## src/rtl/qeciphy_loopback_responder.sv

```systemverilog
// Far-end loopback responder: echoes the QECIPHY RX stream onto TX (optionally XOR-masked)
// through an elastic FIFO that absorbs TX_TREADY stalls; RX cannot stall, so overflow drops beats.
module qeciphy_loopback_responder #(
    parameter int                DATA_W     = 64,
    parameter int                FIFO_DEPTH = 16,
    parameter logic [DATA_W-1:0] XOR_MASK   = '0
) (
    input  logic                            ACLK,
    input  logic                            rst_n,
    input  logic                            enable,
    input  logic                            link_up,
    input  logic                            clear_stats,
    input  logic [DATA_W-1:0]               rx_tdata,
    input  logic                            rx_tvalid,
    output logic                            rx_tready,
    output logic [DATA_W-1:0]               tx_tdata,
    output logic                            tx_tvalid,
    input  logic                            tx_tready,
    output logic [$clog2(FIFO_DEPTH):0]     fifo_level,
    output logic                            overflow,
    output logic [15:0]                     drop_count,
    output logic [31:0]                     echo_count
);

    localparam int AW = $clog2(FIFO_DEPTH);
    localparam int PW = AW + 1;

    typedef enum logic [1:0] {
        IDLE  = 2'd0,
        RUN   = 2'd1,
        FLUSH = 2'd2
    } state_t;

    state_t              state_q, state_d;
    logic [PW-1:0]       wr_ptr_q, wr_ptr_d;
    logic [PW-1:0]       rd_ptr_q, rd_ptr_d;
    logic                overflow_q, overflow_d;
    logic [15:0]         drop_count_q, drop_count_d;
    logic [31:0]         echo_count_q, echo_count_d;
    logic [DATA_W-1:0]   mem_q [FIFO_DEPTH];

    logic                run;
    logic                flush;
    logic                empty;
    logic                full;
    logic                push;
    logic                pop;
    logic                drop;

    // State register
    always_ff @(posedge ACLK or negedge rst_n) begin
        if (!rst_n) begin
            state_q <= IDLE;
        end else begin
            state_q <= state_d;
        end
    end

    // Next-state logic
    always_comb begin
        state_d = state_q;
        case (state_q)
            IDLE:    if (enable && link_up)    state_d = RUN;
            RUN:     if (!enable || !link_up)  state_d = FLUSH;
            FLUSH:                             state_d = IDLE;
            default:                           state_d = IDLE;
        endcase
    end

    // State decode
    always_comb begin
        run   = (state_q == RUN);
        flush = (state_q == FLUSH);
    end

    // FIFO status and handshake qualification
    always_comb begin
        empty = (wr_ptr_q == rd_ptr_q);
        full  = (wr_ptr_q[AW] != rd_ptr_q[AW]) &&
                (wr_ptr_q[AW-1:0] == rd_ptr_q[AW-1:0]);
        tx_tvalid = run && !empty;
        pop   = tx_tvalid && tx_tready;
        push  = run && rx_tvalid && (!full || pop);
        drop  = run && rx_tvalid && full && !pop;
    end

    // Pointer and statistics next values; a clear wins over a coincident increment
    always_comb begin
        wr_ptr_d = flush ? '0 : wr_ptr_q + PW'(push);
        rd_ptr_d = flush ? '0 : rd_ptr_q + PW'(pop);

        overflow_d   = overflow_q | drop;
        drop_count_d = drop_count_q;
        if (drop && (drop_count_q != 16'hFFFF)) begin
            drop_count_d = drop_count_q + 16'd1;
        end
        echo_count_d = echo_count_q + 32'(pop);

        if (clear_stats) begin
            overflow_d   = 1'b0;
            drop_count_d = '0;
            echo_count_d = '0;
        end
    end

    always_ff @(posedge ACLK or negedge rst_n) begin
        if (!rst_n) begin
            wr_ptr_q     <= '0;
            rd_ptr_q     <= '0;
            overflow_q   <= 1'b0;
            drop_count_q <= '0;
            echo_count_q <= '0;
        end else begin
            wr_ptr_q     <= wr_ptr_d;
            rd_ptr_q     <= rd_ptr_d;
            overflow_q   <= overflow_d;
            drop_count_q <= drop_count_d;
            echo_count_q <= echo_count_d;
        end
    end

    // Storage holds data only; validity is carried entirely by the pointers
    always_ff @(posedge ACLK) begin
        if (push) begin
            mem_q[wr_ptr_q[AW-1:0]] <= rx_tdata;
        end
    end

    // Outputs: first-word-fall-through head, forced to zero when not valid
    always_comb begin
        rx_tready  = 1'b1;
        tx_tdata   = tx_tvalid ? (mem_q[rd_ptr_q[AW-1:0]] ^ XOR_MASK) : '0;
        fifo_level = wr_ptr_q - rd_ptr_q;
        overflow   = overflow_q;
        drop_count = drop_count_q;
        echo_count = echo_count_q;
    end

endmodule

```

## config.mk

```make
export PLATFORM = sky130hd
export DESIGN_NAME = qeciphy_loopback_responder
export DESIGN_NICKNAME = d
export VERILOG_FILES = /design/src/rtl/qeciphy_loopback_responder.sv
export SDC_FILE = /design/constraint.sdc
export NUM_CORES = 1
export LEC_CHECK = 0
export CORE_MARGIN = 4
export CORE_UTILIZATION = 55
export DETAILED_ROUTE_END_ITERATION = 8
export GPL_ROUTABILITY_DRIVEN = 1
export GPL_TIMING_DRIVEN = 0
export PLACE_DENSITY = 0.74
export SLEW_MARGIN = 20
export SYNTH_ARGS = -nofsm -noshare
export SYNTH_HDL_FRONTEND = slang
export SYNTH_SLANG_ARGS = --single-unit
```

## constraint.sdc

```tcl
create_clock -name ACLK -period 7.8 [get_ports ACLK]
set_clock_uncertainty 0.15 [all_clocks]
set_input_delay 1.56 -clock ACLK [delete_from_list [all_inputs] [get_ports ACLK]]
set_output_delay 1.56 -clock ACLK [all_outputs]
set_load 0.03 [all_outputs]
```

# Word level (Yosys, flattened, before mapping)
# Memory sizes are Yosys's and may differ from the RTL's.
# Cells that the tools add are included.
word_totals:
  reg_bits: 61
  ramBits: 1024
  input_bits: 71
  wordCells: 52
  n_memories: 1
memory_table:
  columns: ["memory", "words", "width", "rd", "rd_clocked_by_memory_dff", "write_ports", "line_no", "text"]
  rows:
  - ["mem_q", 16, 64, 1, 0, 1, "40", "logic [DATA_W-1:0] mem_q [FIFO_DEPTH];"]
op_classes:
  n_addsub: 5
  n_eq_ne: 8
  muxes: 12
  bitwise: 1
  n_reduce_logical: 19
ops:
  columns: ["operator", "n"]
  rows:
  - ["two-way mux 64 bit", 1]
  - ["adder 32 x 1 -> 32 bit", 1]
  - ["two-way mux 16 bit", 2]
  - ["two-way mux 32 bit", 1]
  - ["adder 16 x 1 -> 16 bit, second input constant", 1]
  - ["inequality test 16 bit, second input constant", 1]
  - ["adder 5 x 1 -> 5 bit", 2]
  - ["two-way mux 5 bit", 2]
  - ["logical AND 1 bit", 9]
  - ["== test 5 bit", 1]
  - ["zero test 1 bit", 5]
  - ["subtractor 5 bit", 1]
  - ["== test 4 bit", 1]
  - ["two-way mux 2 bit", 2]
  - ["case mux 2 bit (2 select lines)", 1]
  - ["two-way mux 1 bit", 3]
  - ["== test 2 x 1 -> 1 bit, second input constant", 1]
  - ["== test 2 bit, second input constant", 1]
  - ["zero test 2 bit", 1]
  - ["logical OR 1 bit", 2]
  - ["inequality test 2 x 1 -> 1 bit, second input constant", 1]
  - ["inequality test 2 bit, second input constant", 1]
  - ["AND reduction 2 bit", 1]
  - ["nonzero test 2 bit", 1]
  - ["other kinds (2)", 2]

# Logic depth before layout (Yosys ltp)
# Gate-level depths: netlist of the first run.
depth:
  depth_word: 9
  mapped_depth: 16
  ltp_nobuf: 11

# Worst setup path before layout of the first run
# No wires, ideal clock.
synth_timing:
  path_kind: "input -> register"
  start: "input rx_tvalid"
  end: "memory mem_q[0][0], enable pin"
  arrival_time_ps: 6424
  required_ps: 7085
  path_slack_ps: 661
  path_stages: 4
  cell_sequence: "nand3b_1 -> nor2_1 -> nand3_1 -> nor3_1"
synth_via:
  elab_chain_len: 4
synth_rtl:
  columns: ["item", "line_no", "text"]
  rows:
  - ["from (decl)", "14", "input logic rx_tvalid,"]
  - ["logical AND 1 bit (2 in series)", "83", "push = run && rx_tvalid && (!full || pop);"]
  - ["two-way mux 1 bit", "124", "if (push) begin"]
  - ["two-way mux 1 bit (implied by the code)", "125", "mem_q[wr_ptr_q[AW-1:0]] <= rx_tdata;"]
  - ["to (decl)", "40", null]
# No other way between the ends.

# Worst setup path after layout of the first run
layout_timing:
  start: "register rd_ptr_q[3]"
  end: "output tx_tdata[40]"
layout_via:
  elab_chain_len: 4
  elab_cells_between_ends: 5
layout_rtl:
  columns: ["item", "line_no", "text"]
  rows:
  - ["from (decl)", "36", "logic [PW-1:0] rd_ptr_q, rd_ptr_d;"]
  - ["from (signal assigned)", "115", "rd_ptr_q <= rd_ptr_d;"]
  - ["parallel branches: the longest is 3 deep, another holds memory read (16 x 64 bit)", null, null]
  - ["two-way mux 64 bit *", "132", "tx_tdata = tx_tvalid ? (mem_q[rd_ptr_q[AW-1:0]] ^ XOR_MASK) : '0;"]
  - ["to (decl)", "16", "output logic [DATA_W-1:0] tx_tdata,"]
# Every way passes the cells marked *.

==> flow_summary.yaml, run 1 <==
drt:
  drtAntennaViolNets: 0
  wl_per_cell_um: 30.7
  dr.pass1.iters: 6
  post-route-drc-count: 0
  wl_um: 101000
  drtIter0Drc: 2548
  vias: 21000
  routed_via_density: 6.38
die:
  die_h_um: 285
  core_area_mm2: 0.0758
  io_pins: 191
  start_util_pct: 55.5
  die_area_mm2: 0.0810
  die_x_um: 285
  std_cell_rows: 101
synthesis:
  yosysMostFrequentCell: "edfxtp_1"
  synth_area_mm2: 0.0421
  synth_area_leaders: "edfxtp_1 73%, mux4_2 17%, dfrtp_1 3.6%"
  synth-main-ff-cell: "edfxtp_1"
  yosys.area.top_type_share_pct: 73.1
  synthDistinctLibCells: 39
  synth_commonest_cells: "1024 x edfxtp_1, 320 x mux4_2, 71 x nor2b_1"
  synth_edf_count: 1024
  synth_top_area_cell: "edfxtp_1"
  synthArstFlopShare_pct: 5.62
  syn-num-nets: 1926
  ys_seq_elements: 1085
  syn_area_per_cell_um2: 22.8
  ys_seq_area_share_pct: 76.7
  postSynthCellCount: 1843
  yosysWarnings: 0
final_layout:
  seqCellArea_mm2: 0.0323
  drive_above_1_share_pct: 26.2
  area_growth_pct: 18.9
  num-nets-final: 2312
  fillerInstances: 4690
  multi_input_area_mm2: 0.00933
  stdcell_count: 3290
critical_path:
  startpoint_type: "register"
  critPathCaptureType: "primary output"
  timing.rr.start: "rd_ptr_q[3]$_DFF_PN0_"
  reg2reg_to: "echo_count[31]$_DFF_PN0_"
  reg2reg_slack_ns: 2.42
  crit_fanout: 12
  crit_required_ns: 6.09
  cp.arrival_ns: 5.70
  reg2reg_depth: 14
  critical_path_class: "register to primary output"
timing:
  relSlewSlack_pct: 26.6
  finalCritPeriodShare_pct: 95.0
  rsz0062_at_grt: "false"
  setup_tns_ns: 0
  fin_hold_ws_ns: 0.355
  period_minus_slack_ns: 7.41
  drv_slew: 0
  hold_viol_final: 0
  fmax_mhz: 135
  worst_slew_pin_slew_ns: 1.10
  fin_ws_ns: 0.394
  finalSetupViolations: 0
clocking:
  cts_buffers: 106
  cts_buffer_depth: 3
  path_clk_slew_ns: 0.06
  clock-sinks: 1085
  cts.repair.resized: 0
  cts_tree: "built"
  h-tree-depth: 3
  clk_latency_ns: 0.66
  holdBufCountCts: 0
  post-cts-setup-buffer-count: 0
  clock-root-buffer: "clkbuf_16"
pwr:
  vdd_drop_max_uv: 204
  p_switching_w: 0.00391
  clkPwrFrac_pct: 31.9
  p_seq_share_pct: 44.0
  p_leak_nw: 15.8
  power_w: 0.0147
  p_sw_share_pct: 26.6
  p_int_w: 0.0108
  combPwrFrac_pct: 24.1
  powerDensity_mw_per_mm2: 294
global_route:
  antenna_found_initial: 8
  grtUsageTotal_pct: 25.2
  grt_overflow_total: 0
  grt_max_degree: 52
  first_global_vias: 21600
  grt_pass1_wl_um: 149000
placed_design:
  dp_hpwl_um: 63800
  portBuffers: 188
  dp_slack_ns: 0.513
  dp_cells: 3101
  gp_congestion: 0.791
run_status:
  status: "complete, no violations"
hold_path:
  whs_endpoint: "state_q[0]$_DFFE_PN0P_"
  hp-class: "register to register"
  hold_depth: 1
  hold_start: "state_q[1]$_DFFE_PN0P_"
run:
  drv_cap: 0
[cells in the final DEF, fill, tap and decap left out, types with 36 or more instances in the layout]
master and instances:
edfxtp_1 1024, nor2b_1 71, clkbuf_1 78, buf_4 60, mux4_2 320, nor2_1 53, dfrtp_1 61, clkbuf_16 108
clkdlybuf4s50_1 187, buf_16 36
[metal layers]
| layer | GRT usage (%) | wire [µm] | vias to the layer above |
|---|---|---|---|
| li1 | - | - | 8503 |
| met1 | 35.3 | 37900 | 11100 |
| met2 | 41.8 | 51000 | 1199 |
| met3 | 5.21 | 9590 | 181 |
| met4 | 6.25 | 2440 | 8 |
| met5 | 0 | 54 | - |
[power groups by stage]
stage / clock [W] / sequential [W] / combinational [W]
floorplan: 0 / 0.00660 / 0.00242
global placement: 0 / 0.00661 / 0.00347
detailed placement: 0 / 0.00659 / 0.00355
CTS: 0.00475 / 0.00647 / 0.00359
global route: 0.00501 / 0.00648 / 0.00375
finish: 0.00469 / 0.00647 / 0.00355
[stage by stage]
step,area (µm²),util (%)
2_1_floorplan,42100,-
3_3_place_gp,45200,59.6
3_5_place_dp,46900,61.8
4_1_cts,50000,65.9
5_1_grt,50000,66.0
6_report,50000,66.0
[critical path: stages (launching register included)]
cell and delay, ns:
dfrtp_1 1.01, clkbuf_2 0.57, inv_1 0.18, ha_1 0.37
nand4_1 0.17, o21ai_1 0.28, clkdlybuf4s15_1 0.82, clkbuf_1 0.68
nor2b_1 0.28, clkdlybuf4s50_1 0.67
[layout make-up]
cell class                      instances  area share, %
Sequential cell                      1085           64.5
Multi-Input combinational cell        645           18.7
Timing Repair Buffer                  280           6.92
Clock buffer                          140           5.66
Tap cell                              978           2.45
Buffer                                 93           1.01
Clock inverter                         47          0.610
Inverter                               18          0.135
Antenna cell                            4         0.0200
[how the worst max path moves through the flow]
stage | slack [ns] | endpoint | cells past startpoint | startpoint
floorplan | 0.66 | mem_q[0][0]$_DFFE_PP_ | 4 | rx_tvalid
global placement | -6.44 | mem_q[0][45]$_DFFE_PP_ | 9 | rd_ptr_q[3]$_DFF_PN0_
detailed placement | 0.51 | tx_tdata[40] | 10 | rd_ptr_q[3]$_DFF_PN0_
CTS | 0.07 | tx_tdata[40] | 9 | rd_ptr_q[3]$_DFF_PN0_
global route | 0.28 | tx_tdata[40] | 9 | rd_ptr_q[3]$_DFF_PN0_
finish | 0.39 | tx_tdata[40] | 9 | rd_ptr_q[3]$_DFF_PN0_
[sequential cells by signal, indices dropped and copies added, names as in the netlist]
signal / flops
state_q: 2
drop_count: 16
wr_ptr_q: 5
rd_ptr_q: 5
echo_count: 32
mem_q: 1024
overflow: 1
[kinds of logic (layout without fill, tap and decap cells)]
logic type	Yosys count	in the layout	synth area share (%)
buffers and inverters	113	578	1.36
AO/OA/AOI/OAI	31	31	0.455
adder cells (fa/ha/maj)	12	12	0.375
other	1	5	0.00891
XOR/XNOR	48	48	0.999
AND/OR/NAND/NOR	232	232	2.93
flip-flops	1085	1085	76.7
multiplexers	321	321	17.2
(Power assumes the default switching activity.)
==> inputs of run 2 (changes only) <==
--- a/config.mk
+++ b/config.mk
@@ -6,11 +6,10 @@
 export NUM_CORES = 1
 export LEC_CHECK = 0
 export CORE_MARGIN = 4
-export CORE_UTILIZATION = 55
+export CORE_UTILIZATION = 25
 export DETAILED_ROUTE_END_ITERATION = 8
 export GPL_ROUTABILITY_DRIVEN = 1
 export GPL_TIMING_DRIVEN = 0
-export PLACE_DENSITY = 0.74
 export SLEW_MARGIN = 20
 export SYNTH_ARGS = -nofsm -noshare
 export SYNTH_HDL_FRONTEND = slang
==> flow_summary.yaml, run 2 (synthesis gave the netlist of run 1 again) <==
final_layout:
  fin_area_mm2: 0.0516
  num-nets-final: 2312
  layout_commonest_cell: "edfxtp_1"
  multi_input_area_mm2: 0.00933
  layout_common_cells: "1024 x edfxtp_1, 320 x mux4_2, 187 x clkdlybuf4s50_1, 99 x clkbuf_16, 71 x nor2b_1"
  largest_register_ffs: 1024
  fillerInstances: 15800
  seqCellArea_mm2: 0.0323
  area_growth_pct: 22.8
  drive_above_1_share_pct: 26.7
  stdcell_count: 4523
timing:
  finalCritPeriodShare_pct: 97.2
  hold_viol_final: 0
  fmax_mhz: 132
  finalSetupViolations: 0
  period_minus_slack_ns: 7.58
  setup_tns_ns: 0
  drv_slew: 0
  worst_slew_pin_slew_ns: 1.02
  relSlewSlack_pct: 32.1
die:
  die_area_mm2: 0.175
  core_area_mm2: 0.167
  start_util_pct: 25.2
  io_pins: 191
  die_x_um: 418
  die_h_um: 418
  std_cell_rows: 150
drt:
  vias: 19900
  post-route-drc-count: 0
  wl_per_cell_um: 23.8
  dr.pass1.iters: 5
  routed_via_density: 4.39
  drtIter0Drc: 1887
  wl_um: 108000
  drtAntennaViolNets: 0
clocking:
  clock-sinks: 1085
  post-cts-setup-buffer-count: 0
  cts_tree: "built"
  path_clk_slew_ns: 0.06
  cts_buffer_depth: 3
  cts_buffers: 98
  clock-root-buffer: "clkbuf_16"
  h-tree-depth: 3
  holdBufCountCts: 0
  clk_latency_ns: 0.70
  cts.repair.resized: 0
pwr:
  vdd_drop_max_uv: 170
  p_leak_nw: 15.8
  powerDensity_mw_per_mm2: 286
run_status:
  status: "complete, no violations"
critical_path:
  cp.arrival_ns: 5.87
  startpoint_type: "register"
  critical_path_class: "register to primary output"
  crit_required_ns: 6.09
  reg2reg_depth: 14
  crit_fanout: 10
  critPathCaptureType: "primary output"
placed_design:
  gp_congestion: 0.751
  portBuffers: 188
  dpl_cell_area_mm2: 0.0485
  dp_hpwl_um: 73300
  dp_cells: 4333
hold_path:
  hp-class: "register to register"
  hold_depth: 1
global_route:
  grt_pass1_wl_um: 155000
  grtUsageTotal_pct: 12.2
  met3_usage_pct: 1.84
  grt_busiest_layer: "met2"
  first_global_vias: 20800
  grtUsageMet1_pct: 14.5
  grt_overflow_total: 0
  antenna_found_initial: 33
  grt_util_met2_pct: 22.6
  grt_max_degree: 54
run:
  drv_cap: 0
## run 2: cell count changes in the layout (fill, tap and decap cells not counted), sizes merged, moves of 2 or more
cell and change:
clkbuf -18, buf +7, diode +7, clkinvlp +6, bufinv +5, inv +2
## run 2: per-stage QoR
step	total power, W	hold slack, ns	setup WS, ns	util (%)
after floorplan	0.00901	0.278	0.661	-
after global placement	0.0103	0.295	-6.95	27.9
after detailed placement	0.0103	0.314	0.839	29.0
after CTS	0.0150	0.322	0.0903	30.9
after global routing	0.0154	0.356	-0.00248	30.9
final	0.0148	0.324	0.221	30.9
## run 2: metal layers
layer / wire length [µm] / part of all wire, %
met5: 49 / 0.046
met4: 3030 / 2.8
met3: 4580 / 4.3
met2: 58800 / 55
met1: 41200 / 38
## run 2: final cells by class
| class | count | share of cell area, % |
|---|---|---|
| diodes | 11 | 0.0533 |
| plain buffers | 95 | 0.979 |
| well taps | 2204 | 5.34 |
| repair buffers | 286 | 6.88 |
| multi-input cells | 645 | 18.1 |
| flip-flops and latches | 1085 | 62.5 |
| clock inverters | 59 | 1.10 |
| clock buffers | 120 | 4.95 |
| inverters | 18 | 0.131 |
## run 2: worst paths after layout
path	endpoint	start	slack (ns)
worst max-delay path	tx_tdata[51]	rd_ptr_q[3]$_DFF_PN0_	0.22
worst min-delay path	state_q[0]$_DFFE_PN0P_	state_q[1]$_DFFE_PN0P_	0.32
worst max register to register	mem_q[1][31]$_DFFE_PP_	rd_ptr_q[3]$_DFF_PN0_	2.00
worst min register to register	state_q[0]$_DFFE_PN0P_	state_q[1]$_DFFE_PN0P_	0.32
max in group asynchronous	wr_ptr_q[3]$_DFF_PN0_	rst_n	6.46
min in group asynchronous	drop_count[9]$_DFFE_PN0P_	rst_n	0.53
## run 2: critical path, cell delays in order (launching register included)
cell and delay [ns]:
dfrtp_1 0.49, clkbuf_1 0.71, buf_1 0.80, inv_1 0.22
ha_1 0.39, nand4_1 0.19, o21ai_1 0.21, clkbuf_2 0.50
clkbuf_1 0.68, nor2b_1 0.30, clkdlybuf4s50_1 0.68
## run 2: report_power, final
part	total, W	internal [W]	switching [W]	leakage (nW)
registers	0.00647	0.00644	0.0000249	10.1
logic	0.00358	0.00176	0.00183	4.19
clock network	0.00473	0.00258	0.00214	1.51
total	0.0148	0.0108	0.00399	15.8
==> inputs of run 3 (changes only) <==
--- a/config.mk
+++ b/config.mk
@@ -10,6 +10,7 @@
 export DETAILED_ROUTE_END_ITERATION = 8
 export GPL_ROUTABILITY_DRIVEN = 1
 export GPL_TIMING_DRIVEN = 0
+export SKIP_LAST_GASP = 1
 export SLEW_MARGIN = 20
 export SYNTH_ARGS = -nofsm -noshare
 export SYNTH_HDL_FRONTEND = slang
==> results of run 3 <==
Same layout as run 2: the final DEF is identical, and so are final timing and power.
